### src/rtl/conv_maxpool.sv
// conv_maxpool: 2x2 stride-2 max-pool over a raster-order pixel stream using a half-width row buffer.
// Build option: define CONV_MAXPOOL_RELU_EN to clamp negative pooled values to zero.
module conv_maxpool #(
    parameter int N          = 2,
    parameter int DATA_WIDTH = 16
) (
    input  logic                  clk,
    input  logic                  rst,
    input  logic                  ena,
    input  logic [DATA_WIDTH-1:0] data_i,
    input  logic                  valid_i,
    output logic [DATA_WIDTH-1:0] data_o,
    output logic                  valid_o,
    output logic                  running_o
);

    localparam int HALF = N / 2;
    localparam int CW   = (N > 1) ? $clog2(N) : 1;
    localparam int IW   = (HALF > 1) ? $clog2(HALF) : 1;

    typedef enum logic [1:0] {IDLE, RUN, DONE} state_t;

    state_t                       state_q;
    logic [CW-1:0]                col_q, row_q, col_d, row_d;
    logic signed [DATA_WIDTH-1:0] pair_q, data_q;
    logic                         valid_q, running_q;
    // Sized to the full index range so every index value selects a real entry.
    logic signed [DATA_WIDTH-1:0] rowbuf_q [0:(1<<IW)-1];

    logic                         accept, last_px;
    logic [IW-1:0]                idx;
    logic signed [DATA_WIDTH-1:0] h, pool, result;

    always_comb begin
        accept  = (state_q == RUN) && ena && valid_i;
        last_px = (col_q == CW'(N-1)) && (row_q == CW'(N-1));
        idx     = IW'(col_q >> 1);
        h       = ($signed(data_i) > pair_q) ? $signed(data_i) : pair_q;
        pool    = (rowbuf_q[idx] > h) ? rowbuf_q[idx] : h;
`ifdef CONV_MAXPOOL_RELU_EN
        result  = pool[DATA_WIDTH-1] ? '0 : pool;
`else
        result  = pool;
`endif
        col_d = col_q + 1'b1;
        row_d = row_q;
        if (col_q == CW'(N-1)) begin
            col_d = '0;
            row_d = row_q + 1'b1;
        end
    end

    always_ff @(posedge clk or negedge rst) begin
        if (!rst) begin
            state_q   <= IDLE;
            col_q     <= '0;
            row_q     <= '0;
            pair_q    <= '0;
            data_q    <= '0;
            valid_q   <= 1'b0;
            running_q <= 1'b0;
        end else begin
            valid_q <= 1'b0;
            case (state_q)
                IDLE: begin
                    if (ena) begin
                        state_q   <= RUN;
                        running_q <= 1'b1;
                        col_q     <= '0;
                        row_q     <= '0;
                    end
                end
                RUN: begin
                    if (!ena) begin
                        // abort: drop the partial frame, nothing more is emitted
                        state_q   <= IDLE;
                        running_q <= 1'b0;
                        col_q     <= '0;
                        row_q     <= '0;
                    end else if (valid_i) begin
                        col_q <= col_d;
                        row_q <= row_d;
                        if (!col_q[0]) begin
                            pair_q <= data_i;
                        end else if (row_q[0]) begin
                            data_q  <= result;
                            valid_q <= 1'b1;
                        end
                        if (last_px) begin
                            state_q   <= DONE;
                            running_q <= 1'b0;
                        end
                    end
                end
                DONE: begin
                    if (!ena) state_q <= IDLE;
                end
                default: state_q <= IDLE;
            endcase
        end
    end

    always_ff @(posedge clk) begin
        if (accept && col_q[0] && !row_q[0]) rowbuf_q[idx] <= h;
    end

    assign data_o    = data_q;
    assign valid_o   = valid_q;
    assign running_o = running_q;

endmodule

### config.mk
export PLATFORM = sky130hd
export DESIGN_NAME = conv_maxpool
export DESIGN_NICKNAME = d
export VERILOG_FILES = /design/src/rtl/conv_maxpool.sv
export SDC_FILE = /design/constraint.sdc
export NUM_CORES = 1
export LEC_CHECK = 0
export CORE_ASPECT_RATIO = 0.5
export CORE_MARGIN = 2
export CORE_UTILIZATION = 59
export CTS_BUF_LIST = sky130_fd_sc_hd__clkbuf_4
export CTS_CLUSTER_SIZE = 20
export DETAILED_ROUTE_END_ITERATION = 16
export GPL_TIMING_DRIVEN = 1
export PLACE_DENSITY = 0.83
export SLEW_MARGIN = 20
export SYNTH_ARGS = -nofsm -noshare
export SYNTH_HDL_FRONTEND = slang
export SYNTH_SLANG_ARGS = --single-unit
### constraint.sdc
create_clock -name clk -period 4.89 [get_ports clk]
set_clock_uncertainty 0.05 [all_clocks]
set_input_delay 0.489 -clock clk [delete_from_list [all_inputs] [get_ports clk]]
set_output_delay 0.489 -clock clk [all_outputs]
set_load 0.03 [all_outputs]
Yosys cells after proc, flatten, opt, wreduce, memory -nomap -nowiden
Memory sizes are Yosys's and may differ from the RTL's.
Cells that the tools add are included.
- flip-flop bits (word level): 38
- bits in latches: 0
- memory bits (writable): 32
- bits in read-only memories: 0
- input bits: 20
- output and inout port bits: 18
- logic and storage cells: 63
- memories kept: 1
- memory list (name ; words ; bits a word ; rd ports ; clocked after Yosys merged registers in ; wr ports ; RTL line ; text):
    rowbuf_q ; 2 ; 16 ; 1 ; 0 ; 1 ; 28 ; logic signed [DATA_WIDTH-1:0] rowbuf_q [0:(1<<IW)-1];
- add/sub/neg operators: 2
- $mul: 0
- div/mod/pow operators: 0
- $lt $le $gt $ge: 2
- equality and inequality tests: 7
- shift operators: 0
- multiplexer cells: 29
- bitwise logic cells: 1
- reduce and logical (&&, ||, !) cells: 14
- operator list (kind ; number):
    16-bit > comparator ; 2
    16-bit two-way mux ; 2
    1-bit two-way mux ; 18
    4-bit AND reduction ; 4
    2-bit two-way mux ; 5
    3-bit != test, second input constant ; 3
    1-bit case mux with 2 select lines ; 3
    2-bit case mux with 3 select lines ; 1
    1-bit logical AND ; 5
    5-bit AND reduction ; 1
    2-bit != test, second input constant ; 2
    3-bit AND reduction ; 1
    1-bit adder, second input constant ; 2
    2-bit by 1-bit == test with 1-bit output, second input constant ; 1
    2-bit == test, second input constant ; 1
    2-bit logical NOT ; 1
    2-bit nonzero test ; 1
    1-bit logical NOT ; 1
    1-bit NOT ; 1

Longest topological paths before layout
Gate-level depths: netlist (run 1).
- word-level depth: 7
- depth in mapped cells: 18
- gate-level depth less buffers: 15

Worst setup path before layout (run 1)
No wires, ideal clock.
- kind: input port to flip-flop
- from: input port data_i[13]
- to: register data_q[12], in the netlist data_o[12]
- setup time: 0.137 ns
- arrival: 3.931 ns
- required time: 4.703 ns
- setup slack: 0.772 ns
- stages: 15
- buffers on the path: 3
- cell sequence: ha_1 > a21o_1 > a2111oi_4 > o21ai_1 > or3_1 > buf_4 > buf_8 > a311oi_4 > ha_1 > and4_1 > nand3_1 > o2111a_1 > o21ai_1 > clkbuf_1 > o211ai_1
- cells in the longest elaborated chain, start to end: 4
- ends and longest elaborated chain (element ; RTL line ; text):
    start: declaration ; 10 ; input logic [DATA_WIDTH-1:0] data_i,
    16-bit > comparator ; 38 ; h = ($signed(data_i) > pair_q) ? $signed(data_i) : pair_q;
    16-bit two-way mux * ; 38 ;
    16-bit > comparator ; 39 ; pool = (rowbuf_q[idx] > h) ? rowbuf_q[idx] : h;
    16-bit two-way mux * ; 39 ;
    end signal: assignment ; 86 ; data_q <= result;
    end: declaration ; 25 ; logic signed [DATA_WIDTH-1:0] pair_q, data_q;
Mark *: on every way between the ends. The rest lies on a longest branch, timed or not.
A chain may end at the register's enable or synchronous reset.

Worst setup path after layout (run 1)
- from: input port data_i[13]
- to: register data_q[0], in the netlist data_o[0]
The elaborated chain is that of the path after synthesis.

==> results of run 1 <==
-- cell usage in the layout, fill, tap and decap left out, drive strengths merged --
| cell | netlist | routed |
|---|---|---|
| o21a | 3 | 3 |
| a2111oi | 2 | 2 |
| nand3 | 19 | 19 |
| o2111a | 1 | 1 |
| buf | 3 | 23 |
| o21ai | 23 | 23 |
| o211ai | 32 | 32 |
| nor3 | 18 | 18 |
| o21bai | 1 | 1 |
| a21oi | 16 | 16 |
| edfxtp | 16 | 16 |
| nor2b | 3 | 3 |
| nand2 | 44 | 44 |
| clkbuf | 16 | 5 |
| nor2 | 19 | 19 |
| a31oi | 1 | 1 |
| a311o | 3 | 3 |
| clkdlybuf4s50 | 0 | 36 |
| a211oi | 1 | 1 |
| o32ai | 2 | 2 |
| nand2b | 1 | 1 |
| dfrtp | 38 | 38 |
| or2 | 1 | 1 |
| or3 | 1 | 1 |
| clkinv | 0 | 1 |
| nand4 | 4 | 4 |
| bufinv | 0 | 1 |
| and4 | 3 | 3 |
| mux2 | 1 | 1 |
| o221ai | 1 | 1 |
| nor4 | 1 | 1 |
| o2111ai | 1 | 1 |
| a311oi | 12 | 12 |
| ha | 32 | 32 |
| inv | 41 | 42 |
| a21o | 3 | 3 |
-- power groups by stage --
stage / clock network [mW] / registers, mW / logic [mW]
floorplan: 0 / 0.547 / 0.356
global placement: 0 / 0.539 / 0.515
detailed placement: 0 / 0.541 / 0.542
CTS: 0.265 / 0.532 / 0.547
global route: 0.285 / 0.536 / 0.608
finish: 0.264 / 0.532 / 0.557
-- Yosys cell counts, types with 2 or more instances --
cell type | count | share of area (%)
nand2_1 | 44 | 4.7
dfrtp_1 | 38 | 27
inv_1 | 37 | 4.0
ha_1 | 32 | 11
o211ai_1 | 32 | 6.8
o21ai_0 | 21 | 3.0
nand3_1 | 19 | 2.7
nor2_1 | 19 | 2.0
nor3_1 | 18 | 2.6
a21oi_1 | 16 | 2.3
clkbuf_1 | 16 | 1.7
edfxtp_1 | 16 | 14
a311oi_4 | 9 | 6.7
inv_2 | 4 | 0.43
nand4_1 | 4 | 0.71
a21o_1 | 3 | 0.64
a311o_1 | 3 | 0.86
a311oi_2 | 3 | 1.3
and4_1 | 3 | 0.75
nor2b_1 | 3 | 0.54
o21a_1 | 3 | 0.64
o21ai_1 | 2 | 0.29
o32ai_1 | 2 | 0.50
-- registers in the layout, summed over array words and instances, names as in the netlist --
signal / count
row_q: 1
data_o: 16
valid_o: 1
state_q: 2
col_q: 1
running_o: 1
pair_q: 16
rowbuf_q: 16
-- routing by layer --
| layer | share of wire, % | up-vias |
|---|---|---|
| met4 | 1.2 | 0 |
| met5 | 0 | - |
| met3 | 7.8 | 14 |
| met2 | 47 | 143 |
| met1 | 44 | 1468 |
| li1 | - | 1419 |
-- logic make-up after synthesis --
family          Yosys count  share of synthesized area [%]
fa+ha+maj                32                          11.41
buf+inv                  60                          6.883
compound gates          102                          25.86
mux                       1                         0.3209
flops                    54                          40.80
simple gates            114                          14.73
-- cell type report --
| type | count | area [um^2] |
|---|---|---|
| multi-input combinational | 249 | 1854 |
| fill | 395 | 1456 |
| sequential | 54 | 1431 |
| timing repair buffer | 59 | 543.0 |
| inverter | 41 | 153.9 |
| tap | 73 | 91.34 |
| clock inverter | 3 | 42.54 |
| clock buffer | 5 | 37.54 |
-- per-stage QoR --
stage               util (%)  worst slack [ns]  power, mW
detailed placement     72.57           -0.1743      1.083
finish                 74.04            0.4660      1.353
CTS                    74.00            0.2234      1.344
global route           74.04            0.2729      1.430
floorplan                  -            0.7720     0.9030
global placement       72.57           0.07774      1.054
-- how the worst max path moves through the flow --
stage               start                     end  depth (start not counted)
2_1_floorplan  data_i[13]  data_o[12]$_DFFE_PN0P_                         15
3_3_place_gp   data_i[14]   data_o[0]$_DFFE_PN0P_                         15
3_5_place_dp   data_i[13]   data_o[5]$_DFFE_PN0P_                         16
4_1_cts        data_i[13]   data_o[0]$_DFFE_PN0P_                         16
5_1_grt        data_i[14]   data_o[6]$_DFFE_PN0P_                         15
6_report       data_i[13]   data_o[0]$_DFFE_PN0P_                         15
-- what timing repair did --
action,4_1_cts,5_1_grt
endpoints found under the setup margin,0,3
setup buffers,0,0
gates resized for setup,0,1
==> flow_summary.yaml, run 1 <==
status:
  status: "finished with violations"
  violations: "DRC"
setup_path:
  worst-path-buf-inv: 2
  critPathTopFamily: "compound AO/OA/AOI/OAI gates"
  cp_slowest_cell: "nor2_2"
  worstSetupStartpointType: "input pin"
  cp_data_required_time_ns: 5.15
  timing.rr.end: "data_o[0]$_DFFE_PN0P_"
  crit_fanout: 16
  worst_ep_arrival_time_ns: 4.68
  worst_path_most_repeated_cell: "ha_1"
  critPathKind: "in2reg"
  cp-end-kind: "flip-flop"
  slowest_delay_ns: 0.57
  rrSetupSlack_ns: 0.65
  crit_chain: "clkdlybuf4s50_1, ha_1, a21o_1, a2111oi_4, o21ai_1, or3_1, buf_4, a311oi_2, ha_1, and4_1, nand3_1, o32ai_1, nor2_2, nand2_1, o221ai_1"
  crit-reg2reg-launch: "pair_q[13]$_DFFE_PN0P_"
  reg2reg_depth: 15
pwr:
  power_frac_comb_pct: 41.2
  intPower_mw: 0.8458
  clkPwrFrac_pct: 19.5
  pwr-share-seq_pct: 39.3
  power.density_nw_per_um2: 325.8
  switchingPower_mw: 0.5076
  power_leakage_nw: 1.732
  p_sw_share_pct: 37.51
  ir_drop_uv: 223.1
yosys:
  synth_edf_count: 16
  synth_seq_area_share_pct: 40.80
  mappedNetlistArea_um2: 3508
  avgSynthCellArea_um2: 9.665
  async_reset_ff_share_pct: 70.37
  synth_cell_types: 39
  netlist_instances: 363
  yosys_warnings: 0
  synth_fp_nets: 415
  ys_seq_elements: 54
  ys.flop_type: "dfrtp_1"
routing:
  postRouteAntennaNets: 0
  routedWlPerCell_um: 17.87
  drt_iter0_markers: 280
  dr_total_vias: 3044
  firstDrtPassIters: 11
  avgViaCountPerCell: 6.289
  drt-total-wl_um: 8651
  drcViolationCount: 2
floorplanning:
  die_w_um: 113.1
  fp.dieArea_um2: 6617
  start_util_pct: 62.53
  core_area_um2: 5610
  pin_count: 38
  rows: 19
  die_h_um: 58.53
placed_design:
  port_buffers: 37
  gp_congestion: 0.9095
  dp.cells: 476
  dpl_cell_area_um2: 4071
  dp_hpwl_um: 6283
finish:
  area_growth_pct: 18.40
  nets: 462
  n_antenna_cell: 0
  final_layout_size_suffix_gt1_share_pct: 12.90
  instances_no_fill: 484
  stdcell_area_um2: 4154
clock_network:
  clockRootBuffer: "clkbuf_4"
  hold_buffers: 0
  clkSinkCount: 54
  cts_made_buffers: 5
  clk_pin_slew_ns: 0.17
  clk_path_buf_depth: 2
  clkLatencyLatePin_ns: 0.38
  ctsHtreeMaxLevel: 2
  cts_tree: "built"
grt:
  grt_pass1_vias: 3105
  grt_antenna_before_repair: 0
  grt_busiest_layer: "met2"
  grtUsageTotal_pct: 27.94
  grt_use_met3_pct: 6.900
  grt_first_pass_wirelength_um: 14550
  overflow: 0
  grt_max_degree: 39
  use_met2_pct: 47.65
  use_met1_pct: 36.82
timing:
  max_freq_ghz: 0.2260
  post-route-period-util_pct: 90.47
  final.setup.tns_ns: 0
  rsz0062_at_grt: "no"
  hold_slack_ns: 0.1613
  hold_viol: 0
  worst_pin_slew_ns: 0.9105
  maxSlewHeadroom_pct: 39.30
  drv_slew: 0
  setup_viol: 0
  period_minus_slack_ns: 4.424
worst_hold_path:
  hold_path_class: "in2async"
run:
  max_cap_viol_count: 0
Power figures use the tool's default switching activity.
==> inputs of run 2 (changes only) <==
--- a/config.mk
+++ b/config.mk
@@ -11,6 +11,7 @@
 export CTS_BUF_LIST = sky130_fd_sc_hd__clkbuf_4
 export CTS_CLUSTER_SIZE = 20
 export DETAILED_ROUTE_END_ITERATION = 16
+export GPL_ROUTABILITY_DRIVEN = 0
 export GPL_TIMING_DRIVEN = 1
 export PLACE_DENSITY = 0.83
 export SLEW_MARGIN = 20
==> results of run 2 <==
Same layout as run 1: the final DEF is identical, and so are final timing and power.
